==> src/rtl/uart_rx.sv <==
// -----------------------------------------------------------------------------
// uart_rx
//
// 8N1 UART receiver. The serial line is synchronized, a start bit is detected
// on a falling edge, and the start, eight data bits (LSB first) and stop bit
// are each sampled near their midpoint.
//
// Parameters:
//   CLKS_PER_BIT     clk cycles per serial bit (4 or more)
//
// Ports:
//   clk              system clock, rising edge
//   i_Rst_L          asynchronous active-low reset
//   i_RX_Serial      serial line, idle high
//   o_RX_Data_Valid  one-cycle strobe, good byte received
//   o_RX_Byte        last good byte, updated with o_RX_Data_Valid
//   o_Framing_Err    one-cycle strobe, stop bit sampled low
//   o_RX_Busy        high while a frame is in progress
// -----------------------------------------------------------------------------
module uart_rx #(
   parameter int CLKS_PER_BIT = 87
) (
   input  logic       clk,
   input  logic       i_Rst_L,
   input  logic       i_RX_Serial,
   output logic       o_RX_Data_Valid,
   output logic [7:0] o_RX_Byte,
   output logic       o_Framing_Err,
   output logic       o_RX_Busy
);

   localparam int H  = CLKS_PER_BIT / 2;
   localparam int CW = $clog2(CLKS_PER_BIT);
   localparam logic [CW-1:0] BIT_LAST  = CW'(CLKS_PER_BIT - 1);
   localparam logic [CW-1:0] HALF_LAST = CW'(H - 1);

   typedef enum logic [1:0] {
      IDLE  = 2'd0,
      START = 2'd1,
      DATA  = 2'd2,
      STOP  = 2'd3
   } state_t;

   state_t          state_q, state_d;
   logic            sync1_q, sync1_d;
   logic            sync2_q, sync2_d;
   logic            prev_q, prev_d;
   logic [1:0]      fill_q, fill_d;
   logic            armed_q, armed_d;
   logic [CW-1:0]   cnt_q, cnt_d;
   logic [2:0]      idx_q, idx_d;
   logic [7:0]      shift_q, shift_d;
   logic [7:0]      byte_q, byte_d;
   logic            valid_q, valid_d;
   logic            err_q, err_d;
   logic            fall_edge;

   // The synchronizer flops come out of reset high, so a line that is already
   // low when reset is released would look like a falling edge. fill_q tracks
   // when sync2_q holds a genuine sample; armed_q is set once the line has
   // really been seen high, and only then are start edges accepted.
   assign fall_edge = armed_q & prev_q & ~sync2_q;

   always_comb begin
      state_d = state_q;
      cnt_d   = cnt_q;
      idx_d   = idx_q;
      shift_d = shift_q;
      byte_d  = byte_q;
      valid_d = 1'b0;
      err_d   = 1'b0;

      sync1_d = i_RX_Serial;
      sync2_d = sync1_q;
      prev_d  = sync2_q;
      fill_d  = {fill_q[0], 1'b1};
      armed_d = armed_q | (fill_q[1] & sync2_q);

      case (state_q)
         IDLE: begin
            cnt_d = '0;
            if (fall_edge) begin
               state_d = START;
            end
         end

         START: begin
            if (cnt_q == HALF_LAST) begin
               cnt_d = '0;
               if (!sync2_q) begin
                  state_d = DATA;
                  idx_d   = 3'd0;
               end else begin
                  // Line back high at mid start bit: glitch, not a frame.
                  state_d = IDLE;
               end
            end else begin
               cnt_d = cnt_q + CW'(1);
            end
         end

         DATA: begin
            if (cnt_q == BIT_LAST) begin
               cnt_d          = '0;
               shift_d[idx_q] = sync2_q;
               if (idx_q == 3'd7) begin
                  state_d = STOP;
               end else begin
                  idx_d = idx_q + 3'd1;
               end
            end else begin
               cnt_d = cnt_q + CW'(1);
            end
         end

         STOP: begin
            if (cnt_q == BIT_LAST) begin
               cnt_d   = '0;
               state_d = IDLE;
               if (sync2_q) begin
                  byte_d  = shift_q;
                  valid_d = 1'b1;
               end else begin
                  err_d = 1'b1;
               end
            end else begin
               cnt_d = cnt_q + CW'(1);
            end
         end

         default: begin
            state_d = IDLE;
            cnt_d   = '0;
         end
      endcase
   end

   always_ff @(posedge clk or negedge i_Rst_L) begin
      if (!i_Rst_L) begin
         state_q <= IDLE;
         sync1_q <= 1'b1;
         sync2_q <= 1'b1;
         prev_q  <= 1'b1;
         fill_q  <= 2'b00;
         armed_q <= 1'b0;
         cnt_q   <= '0;
         idx_q   <= 3'd0;
         shift_q <= 8'h00;
         byte_q  <= 8'h00;
         valid_q <= 1'b0;
         err_q   <= 1'b0;
      end else begin
         state_q <= state_d;
         sync1_q <= sync1_d;
         sync2_q <= sync2_d;
         prev_q  <= prev_d;
         fill_q  <= fill_d;
         armed_q <= armed_d;
         cnt_q   <= cnt_d;
         idx_q   <= idx_d;
         shift_q <= shift_d;
         byte_q  <= byte_d;
         valid_q <= valid_d;
         err_q   <= err_d;
      end
   end

   assign o_RX_Data_Valid = valid_q;
   assign o_RX_Byte       = byte_q;
   assign o_Framing_Err   = err_q;
   assign o_RX_Busy       = (state_q != IDLE);

endmodule
==> config.mk <==
export PLATFORM = sky130hd
export DESIGN_NAME = uart_rx
export DESIGN_NICKNAME = d
export VERILOG_FILES = /design/src/rtl/uart_rx.sv
export SDC_FILE = /design/constraint.sdc
export NUM_CORES = 1
export LEC_CHECK = 0
export ABC_AREA = 1
export CAP_MARGIN = 20
export CORE_MARGIN = 2
export CORE_UTILIZATION = 60
export CTS_BUF_LIST = sky130_fd_sc_hd__clkbuf_8 sky130_fd_sc_hd__clkbuf_16
export CTS_CLUSTER_SIZE = 28
export DETAILED_ROUTE_END_ITERATION = 7
export HOLD_SLACK_MARGIN = 0.06
export PLACE_DENSITY = 0.82
export REMOVE_ABC_BUFFERS = 1
export SLEW_MARGIN = 25
export SYNTH_ARGS = -nofsm -noshare
export SYNTH_HDL_FRONTEND = slang
export SYNTH_SLANG_ARGS = --single-unit
==> constraint.sdc <==
create_clock -name clk -period 4.1 [get_ports clk]
set_clock_uncertainty 0.2 [all_clocks]
set_input_delay 1.025 -clock clk [delete_from_list [all_inputs] [get_ports clk]]
set_output_delay 1.025 -clock clk [all_outputs]
set_load 0.005 [all_outputs]
==> flow_summary.ini <==
[power_and_ir_drop]
p_leak_nw = 0.921
vdd_ir_drop_max_uv = 649
p_per_area_nw_per_um2 = 499

[logic_synthesis]
synth_top_cell_area_share = 0.485
synthesis.area_sq_um = 1700
synth_edf_count = 0
synthTopCellsByArea = dfrtp_1, nand2_1, inv_1
syn_inst = 183
synth_cell_types = 28
syn_area_per_cell_sq_um = 9.30
synth_ff_type = dfrtp_1
yosys_warnings = 0
synthArstFlopShare = 1.00
ys_seq_area_frac = 0.532
synth_top_cell_by_area = dfrtp_1
synth_common_cells = nand2_1, dfrtp_1, inv_1
synth-seq-cells = 36
synth.most_common_cell = nand2_1

[layout]
nets = 207
seq_area_sq_um = 905
multi_input_area_sq_um = 652
n_fill_cell = 205
drive_gt1_frac = 0.139
fin_util = 0.730
diodes = 0
syn_to_final_growth_pct = 17.3

[run_status]
outcome = finished, final reports clean

[floorplanning]
io_pins = 14
rows = 19
die-area_sq_um = 3280
die_h_um = 57.3
core_sq_um = 2730
start_util = 0.622
fp.dieW_um = 57.3

[drt]
drt_iter0_markers = 48
wl_met1_um = 1350
firstDrtPassIters = 4
wl_met2_um = 1420
drt-vias-per-instance = 5.36
wl_um = 3020
vias = 1244
maxUsedRoutingLayer = met4
route.met3.wl_um = 169
drc = 0
ant_nets = 0
post_drt_wl_per_cell_um = 13.0

[global_route]
grt_pass1_vias = 1205
grt_max_degree = 37
antenna_found_initial = 0
overflow = 0
grt_usage = 0.219
grt_first_pass_wirelength_um = 5250

[clock_tree]
cts_tree = built
cts_hold_buffers = 0
clockBufferDepth = 2
clock_latency_ns = 0.30
path_clk_slew_ns = 0.06
cts_root_buf = clkbuf_8
cts_resized = 0
cts_setup_buffers = 0
numCtsBuffers = 5
htree_num_levels = 2
cts_sinks = 36

[sta]
setup_violations = 0
slew_viol_final = 0
fin_crit_sh = 0.651
finalCriticalPeriod_ns = 2.67
hold_violations = 0
rsz0062_at_grt = false
max_freq_mhz = 375
tns_ns = 0

[setup_path]
cp-start-kind = flop
cpPeakStageDelay_ns = 0.50
cp_data_required_time_ns = 2.87
rrSetupSlack_ns = 2.16
critPathCaptureType = output pin
critPathArrivalTime_ns = 1.44
crit_path_max_fanout = 7
critPathKind = reg2out
path_buf_inv = 2
crit_path_cell_trace = nor2_1 -> inv_1 -> clkdlybuf4s50_1
slowest_stage = dfrtp_1
cp_top_family = buffers and inverters

[min_path]
hp-class = reg2reg

[placed_design]
gp_congestion = 0.869
dp_hpwl_um = 2140
io_buffer_count = 13

[run]
drv_cap = 0
[metal layers]
metal,vias up,GRT usage
met5,-,0
met4,0,0.120
met3,8,0.0816
met2,33,0.327
met1,581,0.279
li1,622,-
[worst paths after layout]
| check | from | endpoint | cells past startpoint |
|---|---|---|---|
| worst max register to register | cnt_q[0] | o_RX_Byte[1] | 8 |
| worst max-delay path | flop | o_RX_Busy | 3 |
| max in group asynchronous | i_Rst_L | prev_q | 2 |
| worst min register to register | sync1_q | prev_d | 0 |
| worst min-delay path | sync1_q | prev_d | 0 |
| min in group asynchronous | i_Rst_L | shift_q[2] | 2 |
[where the power goes]
part	internal, W	switching, W
clock	0.000304	0.000124
sequential	0.000387	0.0000425
combinational	0.0000546	0.0000846
total	0.000745	0.000251
[cell usage in the layout, fill, tap and decap left out, types with 2 or more instances in the layout]
cell	instances
nand2_2	3
nand4_1	7
a21oi_1	7
clkbuf_8	5
dfstp_2	3
nand3_1	9
nor2_1	12
bufinv_16	3
inv_1	24
o21ai_1	8
ha_1	4
nor3_4	2
xnor2_1	2
o31ai_1	4
inv_2	2
nand3_2	2
nand2_1	38
o21ai_0	8
nor2_4	3
dfrtp_1	33
clkdlybuf4s50_1	13
[registers in the layout (all words and copies together), names as in the netlist, named ones only]
register         count
armed_q              1
state_q              1
shift_q              8
o_RX_Data_Valid      1
prev_d               1
fill_q               2
o_RX_Byte            8
idx_q                3
o_Framing_Err        1
sync1_q              1
cnt_q                7
prev_q               1
[layout make-up]
class | instances | share of cell area
multi-input cells | 116 | 0.327
well taps | 31 | 0.0194
repair buffers | 14 | 0.0690
flip-flops and latches | 36 | 0.453
inverters | 27 | 0.0520
clock inverters | 3 | 0.0451
clock buffers | 5 | 0.0345
[cells by family (layout without fill, tap and decap cells)]
| kind of cell | count (synthesis) | in the layout | synth area share |
|---|---|---|---|
| XOR/XNOR | 3 | 3 | 0.0154 |
| AO/OA/AOI/OAI | 29 | 29 | 0.0949 |
| buffers and inverters | 31 | 49 | 0.0853 |
| flip-flops | 36 | 36 | 0.532 |
| adder cells (fa/ha/maj) | 4 | 4 | 0.0294 |
| AND/OR/NAND/NOR | 79 | 79 | 0.241 |
| other | 1 | 1 | 0.00220 |
[per-stage QoR]
step | setup slack (ns) | cells | area [sq um] | hold slack [ns] | total power [W]
after floorplan | 2.24 | 179 | 1660 | 0.131 | 0.000532
after global placement | 1.79 | 224 | 1840 | 0.145 | 0.000562
after CTS | 1.44 | 232 | 2000 | 0.161 | 0.00100
final | 1.43 | 232 | 2000 | 0.158 | 0.000997
after detailed placement | 1.77 | 224 | 1840 | 0.147 | 0.000575
after global routing | 1.34 | 232 | 2000 | 0.166 | 0.00105
Note: power is estimated with default switching activity, not from simulation.
